$ cat config.mk
export PLATFORM = sky130hd
export DESIGN_NAME = prbs5_predictor
export DESIGN_NICKNAME = d
export VERILOG_FILES = /design/src/rtl/prbs5_pkg.sv /design/src/rtl/prbs5_predictor.sv
export SDC_FILE = /design/constraint.sdc
export NUM_CORES = 1
export LEC_CHECK = 0
export ABC_AREA = 1
export CORE_AREA = 8 8 45 47
export DETAILED_ROUTE_END_ITERATION = 7
export DIE_AREA = 0 0 53 55
export DONT_BUFFER_PORTS = 1
export PLACE_DENSITY_LB_ADDON = 0.25
export SLEW_MARGIN = 20
export SYNTH_ARGS = -nofsm -noshare
export SYNTH_HDL_FRONTEND = slang
export SYNTH_SLANG_ARGS = --single-unit
$ cat constraint.sdc
create_clock -name clk -period 0.9 [get_ports clk]
set_clock_uncertainty 0.15 [all_clocks]
set_input_delay 0.045 -clock clk [delete_from_list [all_inputs] [get_ports clk]]
set_output_delay 0.045 -clock clk [all_outputs]
set_load 0.02 [all_outputs]
$ cat src/rtl/prbs5_pkg.sv
// Shared definitions for the PRBS5 checker and its benches: FSM states,
// LFSR geometry, the reference seed and the generator next-state function.
package prbs5_pkg;

    typedef enum logic [1:0] {
        FILL   = 2'd0,
        SYNC   = 2'd1,
        LOCKED = 2'd2
    } state_t;

    localparam int          LFSR_W = 5;
    localparam int          TAP_A  = 0;
    localparam int          TAP_B  = 2;
    localparam logic [4:0]  SEED   = 5'b00001;

    // Generator step: output bit is s[0], feedback enters at the top.
    function automatic logic [LFSR_W-1:0] next_state(input logic [LFSR_W-1:0] s);
        return {s[TAP_A] ^ s[TAP_B], s[LFSR_W-1:1]};
    endfunction

endpackage

$ cat src/rtl/prbs5_predictor.sv
// Window register of the last five received (or predicted) bits plus the
// combinational prediction of the next bit.
import prbs5_pkg::*;

module prbs5_predictor (
    input  logic clk,
    input  logic reset,
    input  logic shift_en,
    input  logic use_pred,
    input  logic win_clr,
    input  logic in_bit,
    output logic p,
    output logic win_zero
);

    logic [LFSR_W-1:0] r;

    assign p        = r[TAP_A] ^ r[TAP_B];
    assign win_zero = (r == '0);

    // Shifting p back in is exactly one generator step, so reuse next_state.
    always_ff @(posedge clk or posedge reset) begin
        if (reset) begin
            r <= '0;
        end else if (win_clr) begin
            r <= '0;
        end else if (shift_en) begin
            if (use_pred) begin
                r <= next_state(r);
            end else begin
                r <= {in_bit, r[LFSR_W-1:1]};
            end
        end
    end

endmodule

==> results of run 1 <==
metal layers:
metal | vias up | share of wire, % | GRT usage (%)
li1 | 127 | - | -
met1 | 112 | 40 | 5.37
met2 | 11 | 46 | 8.01
met3 | 5 | 8.4 | 2.94
met4 | 0 | 5.5 | 9.05
met5 | - | 0 | 0
worst max-delay path: stages (launching register included):
cell and delay [ns]:
dfrtp_1 0.37, inv_2 0.08, nand3_4 0.07, nor3_4 0.24
stage by stage:
stage / TNS (ns) / power [mW] / setup slack (ns) / util [%]
2_1_floorplan: -0.0735 / 0.275 / -0.0402 / -
6_report: -0.921 / 0.599 / -0.311 / 34.9
4_1_cts: -1.03 / 0.592 / -0.375 / 31.7
3_3_place_gp: -0.337 / 0.289 / -0.108 / 22.3
5_1_grt: -1.21 / 0.635 / -0.374 / 34.9
3_5_place_dp: -0.379 / 0.290 / -0.111 / 22.3
layout make-up:
type                            instances  area, µm²
Clock buffer                            4       26.3
Inverter                                8       30.0
Tap cell                               16       20.0
Sequential cell                         5        128
Timing Repair Buffer                   12        119
Multi-Input combinational cell         17        160
Fill cell                             151        901
power by group through the flow:
stage	Clock (mW)	Sequential [mW]	Combinational [mW]
final	0.275	0.234	0.0903
after global routing	0.302	0.234	0.0996
after CTS	0.280	0.233	0.0785
after detailed placement	0	0.236	0.0543
after global placement	0	0.236	0.0525
after floorplan	0	0.236	0.0398
synth_stat cells:
cell | count | area (µm²)
nand2_2 | 1 | 6.26
inv_2 | 2 | 7.51
nand3_1 | 2 | 10.0
nor2_2 | 2 | 12.5
nor2_1 | 1 | 3.75
o22ai_1 | 4 | 25.0
nand2_1 | 6 | 22.5
nor3_1 | 1 | 5.00
dfrtp_1 | 5 | 125
inv_1 | 6 | 22.5
cell families (layout without fill, tap and decap cells):
logic type             count (synthesis)  in the layout
and+or+nand+nor                       13             13
buffers and inverters                  8             24
DFF                                    5              5
AOI/OAI and AO/OA                      4              4
worst min path at each step:
| stage | startpoint | endpoint | slack [ns] |
|---|---|---|---|
| final | shift_en | r[2]$_DFFE_PP0P_ | -0.10 |
| after global routing | shift_en | r[2]$_DFFE_PP0P_ | -0.08 |
| after CTS | shift_en | r[0]$_DFFE_PP0P_ | -0.11 |
| after detailed placement | reset | r[3]$_DFFE_PP0P_ | -0.29 |
| after global placement | reset | r[3]$_DFFE_PP0P_ | -0.30 |
| after floorplan | reset | r[0]$_DFFE_PP0P_ | -0.33 |
repair_timing:
item / CTS / global route
pin swaps: 6 / 6
setup buffers: 3 / 3
endpoints found under the setup margin: 5 / 6
endpoints found under the hold margin: 10 / 4
resized for setup: 16 / 9
==> metrics, run 1 <==
# H-tree levels=1; min-delay worst type=in2reg; WL per Instance=11.4 µm; I/O pin count=8; cts hold-fix bufs=4; CP Launch Point=r[1]$_DFFE_PP0P_; CTS tree=yes; Ant. Diodes=0; Layout area overhead=101%; vias per cell=4.11; Largest Register=r; CTS Buf Count=3; DR vias=255; Die W=53 µm; Setup CP Type=reg2out; clk slew on worst S/H paths=0.05 ns; hold depth=2; Final Instance Area=483 µm²; Netlist cell types=10; Critical Path AT=1.02 ns; core area=0.00138 mm²; most frequent cells in the layout=inv_2 (6), buf_6 (5), dlygate4sd3_1 (4); register-to-register path setup slack=-0.16 ns; Starting Density=17.4%; Hold Fails Final Rpt=10; Max Freq=826 MHz; combinational group share of total power=15.1%; commonest non-fill, non-tap cell in the layout=inv_2; # rows=14; outcome=complete, but fails checks; maxcap violations=0; Post-Synth XOR/XNOR Area=0%; Tmin final=1.21 ns; CP required=0.70 ns; clk buf depth=2; simple-gate share of the synthesized area=25.0%; Ys Warns=0; Crit Path Max Fanout=2; initial antenna violation count=0; die height=55 µm; GP Congestion=0.789; final net count=53; crit path capture=win_zero; Tightest Pin Transition=0.285 ns; Routed Antenna Nets=0; Routed WL=704 µm; Seq/Total Area, Yosys=52.1%; max FFs per register=5; Final period util=135%; layout cells sized above 1=69.6%; unrepaired setup endpoints after global routing=true; power per cell area=1240 mW/mm²; Final HPWL DP=458 µm; capturing element type of the critical path=primary output; Pre-antenna DRT Iters=1; Clk pwr share=45.9%; DRT iter0 DRCs=0; largest family of logic cells by synthesized area=simple AND/OR/NAND/NOR gates; # clock sinks=5; I/O Buffers=0; Syn Nets=36; pin count of the biggest net entering global routing=6; GR Overflow Total=0; failing checks=hold timing, setup timing; DP Cell Count=51; R2R Path Start=r[2]$_DFFE_PP0P_; Final setup violation count=6; Slew headroom=81.0%; biggest regs=r x5; Cell Area, Placed=309 µm²; Crit Reg-Reg Endpoint=r[4]$_DFFE_PP0P_; Final Max Slew Viols=0; global-route wire length before repair=1150 µm; Post-Synthesis Cells=30; vias in the first global route=265; compound-gate portion of the synthesized area=10.4%; crit start category=register; Post-Layout Cell Count=62; register bit count reported by yosys=5; Switching Share=26.1%; Worst IR Drop VDD=0.621 mV; gr usage total=5.92%; Reg power frac=39.0%; Cell Int Power=0.442 mW; worst hold slack=-0.102 ns; proportion of synthesized area in mux cells=0%; drt drc=0; sw power=0.156 mW; r2r worst-path depth=5; post-synthesis adder-cell area fraction=0%; Root Driver=clkbuf_4; DIE AREA=0.00292 mm²; Leak=0.222 nW; Mapped Area=240 µm²; syn_area_per_cell=8.01 µm²; worst setup margin=-0.311 ns; Worst-Skew Late Latency=0.25 ns
Power figures use the tool's default switching activity.
==> inputs of run 2 (changes only) <==
--- a/config.mk
+++ b/config.mk
@@ -7,6 +7,7 @@
 export LEC_CHECK = 0
 export ABC_AREA = 1
 export CORE_AREA = 8 8 45 47
+export CTS_CLUSTER_DIAMETER = 80
 export DETAILED_ROUTE_END_ITERATION = 7
 export DIE_AREA = 0 0 53 55
 export DONT_BUFFER_PORTS = 1
==> constraint.sdc (replaced) <==
create_clock -name clk -period 0.9 [get_ports clk]
set_clock_uncertainty 0.15 [all_clocks]
set_input_delay 0.045 -clock clk [delete_from_list [all_inputs] [get_ports clk]]
set_output_delay 0.045 -clock clk [all_outputs]
set_load 0.1 [all_outputs]
==> run 2 against run 1 <==
Against the previous run: the flow still finishes with violations (hold timing, setup timing); clock-buffer cell count unchanged; combinational power increased by 58%; design area increased by 6.2%; total power increased by 6.8%; sequential share of layout area decreased by 1.5 points; final cell count increased by 3.2%; largest cell class unchanged; global-route usage decreased by 0.27 points; routed wire length increased by 1.6%.
==> metrics, run 2 (same netlist as run 1, synthesis figures left out) <==
r2r worst-path depth=6 (was 5); unrepaired setup endpoints after global routing=true (unchanged); crit path capture=win_zero (unchanged); Final Max Slew Viols=0 (unchanged); Tightest Pin Transition=0.206 ns (was 0.285 ns); Starting Density=17.4% (unchanged); power per cell area=1250 mW/mm² (was 1240 mW/mm²); vias per cell=4.14 (was 4.11); die height=55 µm (unchanged); Setup CP Type=reg2out (unchanged); cts hold-fix bufs=4 (unchanged); Tmin final=1.31 ns (was 1.21 ns); maxcap violations=0 (unchanged); GP Congestion=0.700 (was 0.789); Crit Reg-Reg Endpoint=r[4]$_DFFE_PP0P_ (unchanged); WL per Instance=11.2 µm (was 11.4 µm); Largest Register=r (unchanged); Final Core Density=37.1% (was 34.9%); min-delay worst type=in2reg (unchanged); Ant. Diodes=0 (unchanged); core area=0.00138 mm² (unchanged); max FFs per register=5 (unchanged); Final period util=145% (was 135%); global-route wire length before repair=1150 µm (about the same); Worst IR Drop VDD=0.581 mV (was 0.621 mV); Routed WL=715 µm (was 704 µm); I/O pin count=8 (unchanged); clk slew on worst S/H paths=0.05 ns (about the same); failing checks=hold timing, setup timing (unchanged); initial antenna violation count=0 (unchanged); Crit Path Max Fanout=2 (unchanged); R2R Path Start=r[0]$_DFFE_PP0P_ (was r[2]$_DFFE_PP0P_); vias in the first global route=262 (was 265); CP required=0.70 ns (about the same); worst setup margin=-0.405 ns (was -0.311 ns); pin count of the biggest net entering global routing=6 (unchanged); Leak=0.234 nW (was 0.222 nW); Hold Fails Final Rpt=4 (was 10); worst hold slack=-0.0620 ns (was -0.102 ns); Routed Antenna Nets=0 (unchanged); DRT iter0 DRCs=4 (was 0); Die W=53 µm (unchanged); DR vias=265 (was 255); Max Freq=766 MHz (was 826 MHz); outcome=complete, but fails checks (unchanged); # clock sinks=5 (unchanged); layout cells sized above 1=70.8% (was 69.6%); GR Overflow Total=0 (unchanged); Power, Total=0.639 mW (was 0.599 mW); Layout area overhead=114% (was 101%); Root Driver=clkbuf_4 (unchanged); gr usage total=5.65% (was 5.92%); Worst-Skew Late Latency=0.24 ns (was 0.25 ns); final net count=55 (was 53); Pre-antenna DRT Iters=2 (was 1); CP Launch Point=r[4]$_DFFE_PP0P_ (was r[1]$_DFFE_PP0P_); Slew headroom=86.3% (was 81.0%); clk buf depth=2 (unchanged); # H-tree levels=1 (unchanged); Final HPWL DP=488 µm (was 458 µm); CTS tree=yes (unchanged); crit start category=register (unchanged); drt drc=0 (unchanged); # rows=14 (unchanged); register-to-register path setup slack=-0.28 ns (was -0.16 ns); biggest regs=r x5 (unchanged); DIE AREA=0.00292 mm² (unchanged); Final setup violation count=7 (was 6); Critical Path AT=1.11 ns (was 1.02 ns); CTS Buf Count=3 (unchanged); capturing element type of the critical path=primary output (unchanged); most frequent cells in the layout=inv_2 (6), buf_4 (6), dlygate4sd3_1 (4) (was inv_2 (6), buf_6 (5), dlygate4sd3_1 (4)); I/O Buffers=0 (unchanged)
-- run 2: changes by cell type in the layout (fill, tap and decap cells not counted), sizes merged --
cell  previous run  this run
buf              8        10
-- run 2: worst min-delay path by stage --
stage	from	endpoint	slack [ns]	depth (start not counted)
finish	shift_en	r[0]$_DFFE_PP0P_	-0.06	2
global route	shift_en	r[0]$_DFFE_PP0P_	-0.07	2
CTS	shift_en	r[0]$_DFFE_PP0P_	-0.1	2
detailed placement	reset	r[1]$_DFFE_PP0P_	-0.30	1
global placement	reset	r[1]$_DFFE_PP0P_	-0.30	1
floorplan	reset	r[1]$_DFFE_PP0P_	-0.33	1
-- run 2: worst max-delay path, cell delays in order, from the launching register on --
cell and delay [ns]:
dfrtp_1 0.38, inv_2 0.07, nand3_2 0.07, nor3_4 0.15, buf_12 0.20
-- run 2: what timing repair did --
action / CTS / global route
setup endpoints to repair: 7 / 7
buffers inserted: 2 / 4
gates resized for setup: 14 / 3
pin swaps: 5 / 6
endpoints found under the hold margin: 10 / 4
-- run 2: layout make-up --
type	instances	area (µm²)
fill	147	871
multi-input combinational	17	170
timing repair buffer	14	139
sequential	5	128
inverter	8	30.0
clock buffer	4	26.3
tap	16	20.0
-- run 2: metal layers --
| layer | global-route usage (%) | wire (µm) | part of all wire (%) |
|---|---|---|---|
| met1 | 5.07 | 259 | 36 |
| met2 | 9.77 | 394 | 55 |
| met3 | 2.94 | 50 | 7.0 |
| met4 | 3.88 | 11 | 1.5 |
| met5 | 0 | 0 | 0 |
-- run 2: metrics by stage --
step	setup slack (ns)	hold slack, ns	instance area [µm²]	std cells	TNS, ns
6_report	-0.405	-0.0620	513	64	-1.33
2_1_floorplan	-0.574	-0.327	279	30	-0.714
3_3_place_gp	-0.201	-0.300	364	53	-0.659
3_5_place_dp	-0.208	-0.299	364	53	-0.709
4_1_cts	-0.469	-0.0959	490	62	-1.24
5_1_grt	-0.481	-0.0717	513	64	-1.63
-- run 2: power breakdown --
part / switching (mW) / leakage (nW) / internal (mW) / total (mW)
logic: 0.0825 / 0.153 / 0.0608 / 0.143
clock network: 0.0944 / 0.0150 / 0.168 / 0.262
registers: 0.00350 / 0.0658 / 0.230 / 0.234
total: 0.180 / 0.234 / 0.459 / 0.639
